==> src/rtl/minesweeper_pkg.sv <==
// Shared definitions for the minesweeper board engines: state encodings,
// the neighbour offset table, default board size and coordinate widths.
package minesweeper_pkg;

    localparam int defaultBoardWidth  = 8;
    localparam int defaultBoardHeight = 8;

    // Index of the last entry in the neighbour offset table.
    localparam logic [2:0] lastNeighbour = 3'd7;

    typedef enum logic [2:0] {
        ST_INIT  = 3'd0,
        ST_CLICK = 3'd1,
        ST_POP   = 3'd2,
        ST_SCAN  = 3'd3,
        ST_DONE  = 3'd4,
        ST_SWEEP = 3'd5
    } revealState_t;

    // Bits needed to address one coordinate of a board dimension.
    function automatic int coordWidth(input int extent);
        return (extent > 1) ? $clog2(extent) : 1;
    endfunction

    // Bits needed to count from 0 up to and including 'cells'.
    function automatic int countWidth(input int cells);
        return $clog2(cells + 1);
    endfunction

    // Column offset of neighbour 'idx'; order is row above, same row, row below,
    // each scanned left to right.
    function automatic logic signed [1:0] neighbourDx(input logic [2:0] idx);
        logic signed [1:0] dx;
        case (idx)
            3'd0, 3'd3, 3'd5: dx = -2'sd1;
            3'd1, 3'd6:       dx = 2'sd0;
            default:          dx = 2'sd1;
        endcase
        return dx;
    endfunction

    // Row offset of neighbour 'idx'.
    function automatic logic signed [1:0] neighbourDy(input logic [2:0] idx);
        logic signed [1:0] dy;
        case (idx)
            3'd0, 3'd1, 3'd2: dy = -2'sd1;
            3'd3, 3'd4:       dy = 2'sd0;
            default:          dy = 2'sd1;
        endcase
        return dy;
    endfunction

endpackage

==> src/rtl/coord_stack.sv <==
// LIFO of {x,y} board coordinates used by the flood fill.
// Synchronous push/pop, combinational top, sticky overflow flag.
module coord_stack
    import minesweeper_pkg::*;
#(
    parameter int depth  = 64,
    parameter int xWidth = 3,
    parameter int yWidth = 3
) (
    input  logic              clk,
    input  logic              reset,
    input  logic              push,
    input  logic              pop,
    input  logic [xWidth-1:0] pushX,
    input  logic [yWidth-1:0] pushY,
    output logic [xWidth-1:0] topX,
    output logic [yWidth-1:0] topY,
    output logic              empty,
    output logic              full,
    output logic              overflow
);

    localparam int ptrWidth  = countWidth(depth);
    localparam int addrWidth = coordWidth(depth);
    localparam logic [ptrWidth-1:0] depthCount = ptrWidth'(depth);

    logic [xWidth+yWidth-1:0] entries_r [depth];
    logic [ptrWidth-1:0]      count_r;
    logic                     overflow_r;
    logic                     doPush_s;
    logic                     doPop_s;
    logic [addrWidth-1:0]     topIdx_s;
    logic [addrWidth-1:0]     wrIdx_s;

    assign empty    = (count_r == {ptrWidth{1'b0}});
    assign full     = (count_r == depthCount);
    assign overflow = overflow_r;
    assign topX     = entries_r[topIdx_s][xWidth+yWidth-1:yWidth];
    assign topY     = entries_r[topIdx_s][yWidth-1:0];

    // Resolve which operation takes effect and where a pushed entry lands.
    always_comb begin
        doPop_s  = pop && !empty;
        doPush_s = push && (!full || doPop_s);
        if (empty) begin
            topIdx_s = {addrWidth{1'b0}};
        end else begin
            topIdx_s = addrWidth'(count_r - ptrWidth'(1));
        end
        if (doPop_s) begin
            wrIdx_s = topIdx_s;
        end else begin
            wrIdx_s = addrWidth'(count_r);
        end
    end

    // Entry storage; the occupancy count alone defines which entries are valid.
    always_ff @(posedge clk) begin
        if (doPush_s) begin
            entries_r[wrIdx_s] <= {pushX, pushY};
        end
    end

    // Occupancy count and sticky overflow.
    always_ff @(posedge clk or negedge reset) begin
        if (!reset) begin
            count_r    <= {ptrWidth{1'b0}};
            overflow_r <= 1'b0;
        end else begin
            count_r <= count_r + ptrWidth'(doPush_s) - ptrWidth'(doPop_s);
            if (push && full && !doPop_s) begin
                overflow_r <= 1'b1;
            end
        end
    end

endmodule

==> src/rtl/reveal_cells_checker.sv <==
// Run-time checks for reveal_cells: stack never overflows, state flags one-hot.
module reveal_cells_checker #(
    parameter int numFlags = 5
) (
    input logic                clk,
    input logic                reset,
    input logic                stackPush,
    input logic                stackFull,
    input logic                stackOverflow,
    input logic [numFlags-1:0] stateFlags
);

    // Each cell is pushed at most once, so a push into a full stack means lost work.
    noPushWhenFull: assert property (@(posedge clk) disable iff (!reset)
        !(stackPush && stackFull));

    noOverflow: assert property (@(posedge clk) disable iff (!reset)
        !stackOverflow);

    stateOneHot: assert property (@(posedge clk) disable iff (!reset)
        $onehot(stateFlags));

endmodule

==> src/rtl/reveal_cells.sv <==
// Reveal engine: handles one player click against the mine/adjacency boards,
// flood-fills zero-adjacency regions with an explicit coordinate stack and
// writes the revealed board.
// Optional build macro REVEAL_ALL_MINES_ON_HIT_EN: after a mine hit, sweep the
// whole board and reveal every mine before reporting done (adds qSweep).
module reveal_cells
    import minesweeper_pkg::*;
#(
    parameter int boardWidth  = defaultBoardWidth,
    parameter int boardHeight = defaultBoardHeight,
    parameter int stackDepth  = boardWidth * boardHeight
) (
    input  logic                                          clk,
    input  logic                                          reset,
    input  logic                                          start,
    input  logic                                          ack,
    input  logic [coordWidth(boardWidth)-1:0]             clickX,
    input  logic [coordWidth(boardHeight)-1:0]            clickY,
    output logic [coordWidth(boardWidth)-1:0]             readX,
    output logic [coordWidth(boardHeight)-1:0]            readY,
    input  logic                                          mineReadValue,
    input  logic [3:0]                                    adjReadValue,
    input  logic                                          revealedReadValue,
    output logic                                          revealEn,
    output logic [coordWidth(boardWidth)-1:0]             revealX,
    output logic [coordWidth(boardHeight)-1:0]            revealY,
    output logic                                          hitMine,
    output logic [countWidth(boardWidth*boardHeight)-1:0] cellsRevealed,
    output logic                                          qInit,
    output logic                                          qClick,
    output logic                                          qPop,
    output logic                                          qScan,
    output logic                                          done
`ifdef REVEAL_ALL_MINES_ON_HIT_EN
    ,
    output logic                                          qSweep
`endif
);

    localparam int xW   = coordWidth(boardWidth);
    localparam int yW   = coordWidth(boardHeight);
    localparam int cntW = countWidth(boardWidth * boardHeight);

    localparam logic signed [xW+1:0] xLimit = (xW + 2)'(boardWidth);
    localparam logic signed [yW+1:0] yLimit = (yW + 2)'(boardHeight);

`ifdef REVEAL_ALL_MINES_ON_HIT_EN
    localparam revealState_t hitNext = ST_SWEEP;
    localparam int numFlags = 6;
    localparam logic [xW-1:0] lastX = xW'(boardWidth - 1);
    localparam logic [yW-1:0] lastY = yW'(boardHeight - 1);
`else
    localparam revealState_t hitNext = ST_DONE;
    localparam int numFlags = 5;
`endif

    revealState_t         state_r;
    revealState_t         nextState_s;
    logic [xW-1:0]        curX_r;
    logic [yW-1:0]        curY_r;
    logic [2:0]           nbrIdx_r;
    logic                 hitMine_r;
    logic [cntW-1:0]      count_r;

    logic signed [1:0]    offX_s;
    logic signed [1:0]    offY_s;
    logic signed [xW+1:0] probeX_s;
    logic signed [yW+1:0] probeY_s;
    logic                 probeInside_s;
    logic [xW-1:0]        readX_s;
    logic [yW-1:0]        readY_s;

    logic                 revealEn_s;
    logic                 push_s;
    logic                 pop_s;
    logic                 countInc_s;
    logic                 setHit_s;

    logic [xW-1:0]        stackTopX_s;
    logic [yW-1:0]        stackTopY_s;
    logic                 stackEmpty_s;
    logic                 stackFull_s;
    logic                 stackOverflow_s;
    logic [numFlags-1:0]  flags_s;

`ifdef REVEAL_ALL_MINES_ON_HIT_EN
    logic [xW-1:0]        sweepX_r;
    logic [yW-1:0]        sweepY_r;
`endif

    // Probe coordinate: the current cell plus the active neighbour offset (zero outside SCAN).
    always_comb begin
        if (state_r == ST_SCAN) begin
            offX_s = neighbourDx(nbrIdx_r);
            offY_s = neighbourDy(nbrIdx_r);
        end else begin
            offX_s = 2'sd0;
            offY_s = 2'sd0;
        end
        probeX_s = $signed({2'b00, curX_r}) + $signed({{xW{offX_s[1]}}, offX_s});
        probeY_s = $signed({2'b00, curY_r}) + $signed({{yW{offY_s[1]}}, offY_s});
        probeInside_s = !probeX_s[xW+1] && (probeX_s < xLimit) &&
                        !probeY_s[yW+1] && (probeY_s < yLimit);
`ifdef REVEAL_ALL_MINES_ON_HIT_EN
        if (state_r == ST_SWEEP) begin
            readX_s = sweepX_r;
            readY_s = sweepY_r;
        end else begin
            readX_s = probeX_s[xW-1:0];
            readY_s = probeY_s[yW-1:0];
        end
`else
        readX_s = probeX_s[xW-1:0];
        readY_s = probeY_s[yW-1:0];
`endif
    end

    assign readX   = readX_s;
    assign readY   = readY_s;
    assign revealX = readX_s;
    assign revealY = readY_s;
    assign revealEn = revealEn_s;

    // Next-state and per-cycle control strobes.
    always_comb begin
        nextState_s = state_r;
        revealEn_s  = 1'b0;
        push_s      = 1'b0;
        pop_s       = 1'b0;
        countInc_s  = 1'b0;
        setHit_s    = 1'b0;
        case (state_r)
            ST_INIT: begin
                if (start) begin
                    nextState_s = ST_CLICK;
                end else begin
                    nextState_s = ST_INIT;
                end
            end
            ST_CLICK: begin
                if (!probeInside_s || revealedReadValue) begin
                    nextState_s = ST_DONE;
                end else begin
                    revealEn_s = 1'b1;
                    countInc_s = 1'b1;
                    if (mineReadValue) begin
                        setHit_s    = 1'b1;
                        nextState_s = hitNext;
                    end else if (adjReadValue == 4'd0) begin
                        push_s      = 1'b1;
                        nextState_s = ST_POP;
                    end else begin
                        nextState_s = ST_DONE;
                    end
                end
            end
            ST_POP: begin
                if (stackEmpty_s) begin
                    nextState_s = ST_DONE;
                end else begin
                    pop_s       = 1'b1;
                    nextState_s = ST_SCAN;
                end
            end
            ST_SCAN: begin
                // Marking at push time keeps every cell on the stack at most once.
                if (probeInside_s && !revealedReadValue && !mineReadValue) begin
                    revealEn_s = 1'b1;
                    countInc_s = 1'b1;
                    push_s     = (adjReadValue == 4'd0);
                end else begin
                    revealEn_s = 1'b0;
                end
                if (nbrIdx_r == lastNeighbour) begin
                    nextState_s = ST_POP;
                end else begin
                    nextState_s = ST_SCAN;
                end
            end
            ST_DONE: begin
                if (ack) begin
                    nextState_s = ST_INIT;
                end else begin
                    nextState_s = ST_DONE;
                end
            end
`ifdef REVEAL_ALL_MINES_ON_HIT_EN
            ST_SWEEP: begin
                revealEn_s = mineReadValue && !revealedReadValue;
                if ((sweepX_r == lastX) && (sweepY_r == lastY)) begin
                    nextState_s = ST_DONE;
                end else begin
                    nextState_s = ST_SWEEP;
                end
            end
`endif
            default: begin
                nextState_s = ST_INIT;
            end
        endcase
    end

    // State register.
    always_ff @(posedge clk or negedge reset) begin
        if (!reset) begin
            state_r <= ST_INIT;
        end else begin
            state_r <= nextState_s;
        end
    end

    // Current cell, neighbour index and the reported results.
    always_ff @(posedge clk or negedge reset) begin
        if (!reset) begin
            curX_r    <= {xW{1'b0}};
            curY_r    <= {yW{1'b0}};
            nbrIdx_r  <= 3'd0;
            hitMine_r <= 1'b0;
            count_r   <= {cntW{1'b0}};
        end else if ((state_r == ST_INIT) && start) begin
            curX_r    <= clickX;
            curY_r    <= clickY;
            hitMine_r <= 1'b0;
            count_r   <= {cntW{1'b0}};
        end else begin
            if (setHit_s) begin
                hitMine_r <= 1'b1;
            end
            if (countInc_s) begin
                count_r <= count_r + cntW'(1);
            end
            if (pop_s) begin
                curX_r   <= stackTopX_s;
                curY_r   <= stackTopY_s;
                nbrIdx_r <= 3'd0;
            end else if (state_r == ST_SCAN) begin
                nbrIdx_r <= nbrIdx_r + 3'd1;
            end
        end
    end

`ifdef REVEAL_ALL_MINES_ON_HIT_EN
    // Raster position of the post-hit mine sweep; parked at (0,0) outside SWEEP.
    always_ff @(posedge clk or negedge reset) begin
        if (!reset) begin
            sweepX_r <= {xW{1'b0}};
            sweepY_r <= {yW{1'b0}};
        end else if (state_r != ST_SWEEP) begin
            sweepX_r <= {xW{1'b0}};
            sweepY_r <= {yW{1'b0}};
        end else if (sweepX_r == lastX) begin
            sweepX_r <= {xW{1'b0}};
            sweepY_r <= sweepY_r + yW'(1);
        end else begin
            sweepX_r <= sweepX_r + xW'(1);
        end
    end

    assign qSweep = (state_r == ST_SWEEP);
    assign flags_s = {qInit, qClick, qPop, qScan, done, qSweep};
`else
    assign flags_s = {qInit, qClick, qPop, qScan, done};
`endif

    assign hitMine       = hitMine_r;
    assign cellsRevealed = count_r;
    assign qInit         = (state_r == ST_INIT);
    assign qClick        = (state_r == ST_CLICK);
    assign qPop          = (state_r == ST_POP);
    assign qScan         = (state_r == ST_SCAN);
    assign done          = (state_r == ST_DONE);

    coord_stack #(
        .depth (stackDepth),
        .xWidth(xW),
        .yWidth(yW)
    ) stack_u (
        .clk     (clk),
        .reset   (reset),
        .push    (push_s),
        .pop     (pop_s),
        .pushX   (probeX_s[xW-1:0]),
        .pushY   (probeY_s[yW-1:0]),
        .topX    (stackTopX_s),
        .topY    (stackTopY_s),
        .empty   (stackEmpty_s),
        .full    (stackFull_s),
        .overflow(stackOverflow_s)
    );

    reveal_cells_checker #(
        .numFlags(numFlags)
    ) checker_u (
        .clk          (clk),
        .reset        (reset),
        .stackPush    (push_s),
        .stackFull    (stackFull_s),
        .stackOverflow(stackOverflow_s),
        .stateFlags   (flags_s)
    );

endmodule

==> config.mk <==
export PLATFORM = sky130hd
export DESIGN_NAME = reveal_cells
export DESIGN_NICKNAME = d
export VERILOG_FILES = /design/src/rtl/minesweeper_pkg.sv /design/src/rtl/coord_stack.sv /design/src/rtl/reveal_cells_checker.sv /design/src/rtl/reveal_cells.sv
export SDC_FILE = /design/constraint.sdc
export NUM_CORES = 1
export LEC_CHECK = 0
export CORE_AREA = 2 2 203 205
export CTS_BUF_LIST = sky130_fd_sc_hd__clkbuf_4
export CTS_CLUSTER_SIZE = 30
export DETAILED_ROUTE_END_ITERATION = 16
export DIE_AREA = 0 0 205 207
export DONT_BUFFER_PORTS = 1
export SLEW_MARGIN = 40
export SYNTH_ARGS = -nofsm -noshare
export SYNTH_HDL_FRONTEND = slang
export SYNTH_SLANG_ARGS = --single-unit
==> constraint.sdc <==
create_clock -name clk -period 9.7 [get_ports clk]
set_clock_uncertainty 0.05 [all_clocks]
set_input_delay 0.97 -clock clk [delete_from_list [all_inputs] [get_ports clk]]
set_output_delay 0.97 -clock clk [all_outputs]
set_load 0.01 [all_outputs]
==> impl_metrics.py <==
metrics = {
    "sta": {
        "setup_violations": 0,
        "fin_crit_ns": 4.92,
        "setup_ws_ns": 4.78,
        "fmax_mhz": 203,
        "slew_headroom_pct": 40.3,
        "holdWs_ns": 0.335,
        "finalHoldViolCount": 0,
        "setup_tns_ns": 0,
        "rsz0062_at_grt": "false",
        "slew_violations": 0,
        "worst_pin_slew_ns": 0.896,
        "min_period_over_period_pct": 50.7,
    },
    "finish": {
        "final_cells": 1978,
        "area.growth.synth_to_final_pct": 10.7,
        "fin_nets": 1412,
        "drive_above_1_share_pct": 15.4,
        "fin_area_um2": 19700,
        "fin_util_pct": 48.9,
    },
    "setup_path": {
        "path_max_fanout": 48,
        "critPathTopFamily": "adder cells",
        "crit_path_end_kind": "primary output",
        "critical_path.cell_chain": "inv_1 > ha_1 > mux2_2 > nor3_1 > nor2_1 > ha_2 > inv_1 > fa_1 > xor2_4 > buf_4",
        "critical_path.startpoint_type": "register",
        "critPathArrivalTime_ns": 3.90,
        "slowest_delay_ns": 0.68,
        "critPathKind": "register to primary output",
        "cp_common_cell": "inv_1",
        "crit_required_ns": 8.68,
        "cp_slowest_cell": "buf_4",
        "crit_buf_inv": 3,
    },
    "logic_synthesis": {
        "seq_area_frac_synth_pct": 68.5,
        "syn_inst": 1320,
        "ys_seq_elements": 411,
        "synth_area_um2": 17800,
        "ys.flop_type": "edfxtp_1",
        "synthesis.nets": 1367,
        "syn_area_per_cell_um2": 13.5,
        "ys_async_sr_fraction_pct": 6.57,
        "yosys_warnings": 0,
        "synth_edf_count": 384,
        "ys_types": 73,
    },
    "global_routing": {
        "track_usage_pct": 23.6,
        "grt_antenna_before_repair": 4,
        "grt_first_pass_wirelength_um": 73800,
        "grt_max_degree": 138,
        "gr-total-overflow": 0,
        "grt_pass1_vias": 11700,
    },
    "die": {
        "rows": 74,
        "fp.dieW_um": 205,
        "core_um2": 40400,
        "die_area_um2": 42400,
        "num_io_pins": 42,
        "die_h_um": 207,
        "floorplan.initialDensity_pct": 44.2,
    },
    "pwr": {
        "pwr-share-clk_pct": 21.6,
        "p_comb_share_pct": 44.5,
        "power.switching_mw": 2.95,
        "leakagePower_nw": 6.76,
        "power_mw": 6.81,
        "power-per-cell-area_nw_per_um2": 345,
        "swShare_pct": 43.4,
        "ir_worst_vdd_mv": 0.244,
        "sequentialPowerShare_pct": 34.0,
        "p_int_mw": 3.86,
    },
    "cts": {
        "clock-sinks": 411,
        "clk_pin_slew_ns": 0.07,
        "cts_made_buffers": 102,
        "clkLatencyLatePin_ns": 0.79,
        "cts_resized": 0,
        "root_buffer": "clkbuf_4",
        "cts.htree.levels": 3,
        "cts_setup_buffers": 0,
        "cts_tree": "yes",
        "cts_max_path_buffers": 3,
        "hold_buffers": 2,
    },
    "job": {
        "maxCapViolCount": 0,
    },
    "status": {
        "outcome": "finished, final reports clean",
    },
    "place": {
        "dpl_cell_area_um2": 18400,
        "dp_slack_ns": 5.05,
        "place_inst": 1791,
        "portBuffers": 0,
        "hpwl_um": 29200,
        "gp_congestion": 0.850,
    },
    "routing": {
        "routed_wl_um": 50000,
        "vias": 11900,
        "drt_iter0_drc": 1536,
        "dr.pass1.iters": 6,
        "vias_per_cell": 6.01,
        "antenna_left": 0,
        "avgRoutedWirePerCell_um": 25.3,
        "drc": 0,
    },
    "min_path": {
        "hold_class": "input pin to register",
    },
}
## per-layer routing
metal  global-route usage, %  vias to the layer above  wire length [µm]
li1                        -                     5200                 -
met1                    32.9                     5876             20500
met2                    35.2                      685             22600
met3                    5.92                      123              5100
met4                    10.2                        2              1810
met5                       0                        -                 9
## cell usage after synthesis, drive strengths merged (4+ instances only)
master | instances | share of area (%)
edfxtp | 384 | 65
nand2 | 131 | 2.8
nor2 | 121 | 2.6
mux2i | 71 | 4.0
o21ai | 67 | 1.9
buf | 56 | 1.6
a21oi | 54 | 1.5
nand3 | 31 | 0.87
a211oi | 29 | 1.2
clkbuf | 29 | 0.61
inv | 29 | 0.61
ha | 28 | 2.0
dfrtp | 27 | 3.8
nor3 | 19 | 0.53
o22ai | 18 | 0.63
a31oi | 15 | 0.53
mux2 | 15 | 0.95
a221oi | 13 | 0.64
a22oi | 11 | 0.46
xnor2 | 11 | 0.54
nand4 | 10 | 0.35
o221ai | 10 | 0.49
or3 | 10 | 0.38
xor2 | 10 | 0.49
nand2b | 9 | 0.32
o31ai | 9 | 0.38
nor2b | 8 | 0.28
o2111ai | 8 | 0.43
o32ai | 7 | 0.34
a2111oi | 6 | 0.29
and2 | 6 | 0.21
o211ai | 6 | 0.25
nor4 | 5 | 0.18
a211o | 4 | 0.20
o221a | 4 | 0.25
## placed cells by master, fill, tap and decap left out, types with 9 or more instances in the layout
| cell type | netlist | final |
|---|---|---|
| a211oi_1 | 29 | 29 |
| a21oi_1 | 54 | 54 |
| a221oi_1 | 13 | 13 |
| a22oi_1 | 11 | 11 |
| a31oi_1 | 15 | 15 |
| buf_4 | 8 | 21 |
| clkbuf_4 | 0 | 138 |
| clkinv_1 | 0 | 32 |
| dfrtp_1 | 27 | 26 |
| edfxtp_1 | 384 | 384 |
| ha_1 | 28 | 25 |
| inv_1 | 27 | 25 |
| mux2_2 | 15 | 15 |
| mux2i_1 | 71 | 71 |
| nand2_1 | 131 | 129 |
| nand2b_1 | 9 | 9 |
| nand3_1 | 31 | 31 |
| nand4_1 | 10 | 10 |
| nor2_1 | 119 | 117 |
| nor3_1 | 19 | 19 |
| o21ai_0 | 65 | 65 |
| o221ai_1 | 10 | 10 |
| o22ai_1 | 18 | 18 |
| o31ai_1 | 9 | 9 |
| or3_1 | 9 | 9 |
| xnor2_1 | 11 | 11 |
## cell type report
class,count,area [µm²]
Sequential cell,411,12200
Multi-Input combinational cell,795,5190
Clock buffer,138,1040
Antenna cell,2,5.00
Tap cell,532,666
Inverter,29,109
Timing Repair Buffer,26,230
Clock inverter,45,288
Fill cell,3577,20600
## power groups by stage
stage	clock (mW)	combinational, mW	sequential [mW]
2_1_floorplan	0	1.84	2.34
3_3_place_gp	0	2.96	2.35
3_5_place_dp	0	2.95	2.35
4_1_cts	1.50	2.97	2.31
5_1_grt	1.59	3.20	2.32
6_report	1.47	3.03	2.31
## logic make-up after synthesis
| group | count (synthesis) | share of synthesized area (%) |
|---|---|---|
| simple gates | 365 | 9.15 |
| xor+xnor | 21 | 1.03 |
| buf+inv | 114 | 2.84 |
| fa+ha+maj | 31 | 2.30 |
| compound gates | 289 | 10.9 |
| flops | 411 | 68.5 |
| mux | 89 | 5.31 |
## worst reg2reg max path, stage by stage, from the launching register on
cell	delay [ns]
dfrtp_1	0.42
inv_1	0.11
ha_1	0.21
mux2_2	0.20
nor3_1	0.06
nor2_1	0.10
ha_2	0.18
inv_1	0.05
fa_1	0.48
nand2b_1	0.20
nor3_1	0.13
nor3_1	0.06
and4b_2	0.37
o2111ai_2	0.27
or3_1	0.77
nor2_1	0.65
## path summary, 6_finish.rpt
kind,from,end,slack [ns],cells past startpoint
setup reg to reg,nbrIdx_r[0]$_DFFE_PN0P_,stack_u.entries_r[38][1]$_DFFE_PP_,5.05,15
hold / removal,mineReadValue,hitMine$_DFFE_PN0P_,0.33,2
min in group asynchronous,reset,curX_r[2]$_DFFE_PN0P_,0.61,2
hold reg to reg,curY_r[0]$_DFFE_PN0P_,curY_r[0]$_DFFE_PN0P_,0.50,2
setup / recovery,nbrIdx_r[0]$_DFFE_PN0P_,readX[2],4.78,10
max in group asynchronous,reset,stack_u.count_r[0]$_DFF_PN0_,8.80,2
## sequential cells by signal, summed over array words and instances (netlist names)
register and count:
stack_u.count_r 7, stack_u.entries_r 384, hitMine 1, cellsRevealed 7
curX_r 3, nbrIdx_r 3, state_r 3, curY_r 3
(Power assumes the default switching activity.)
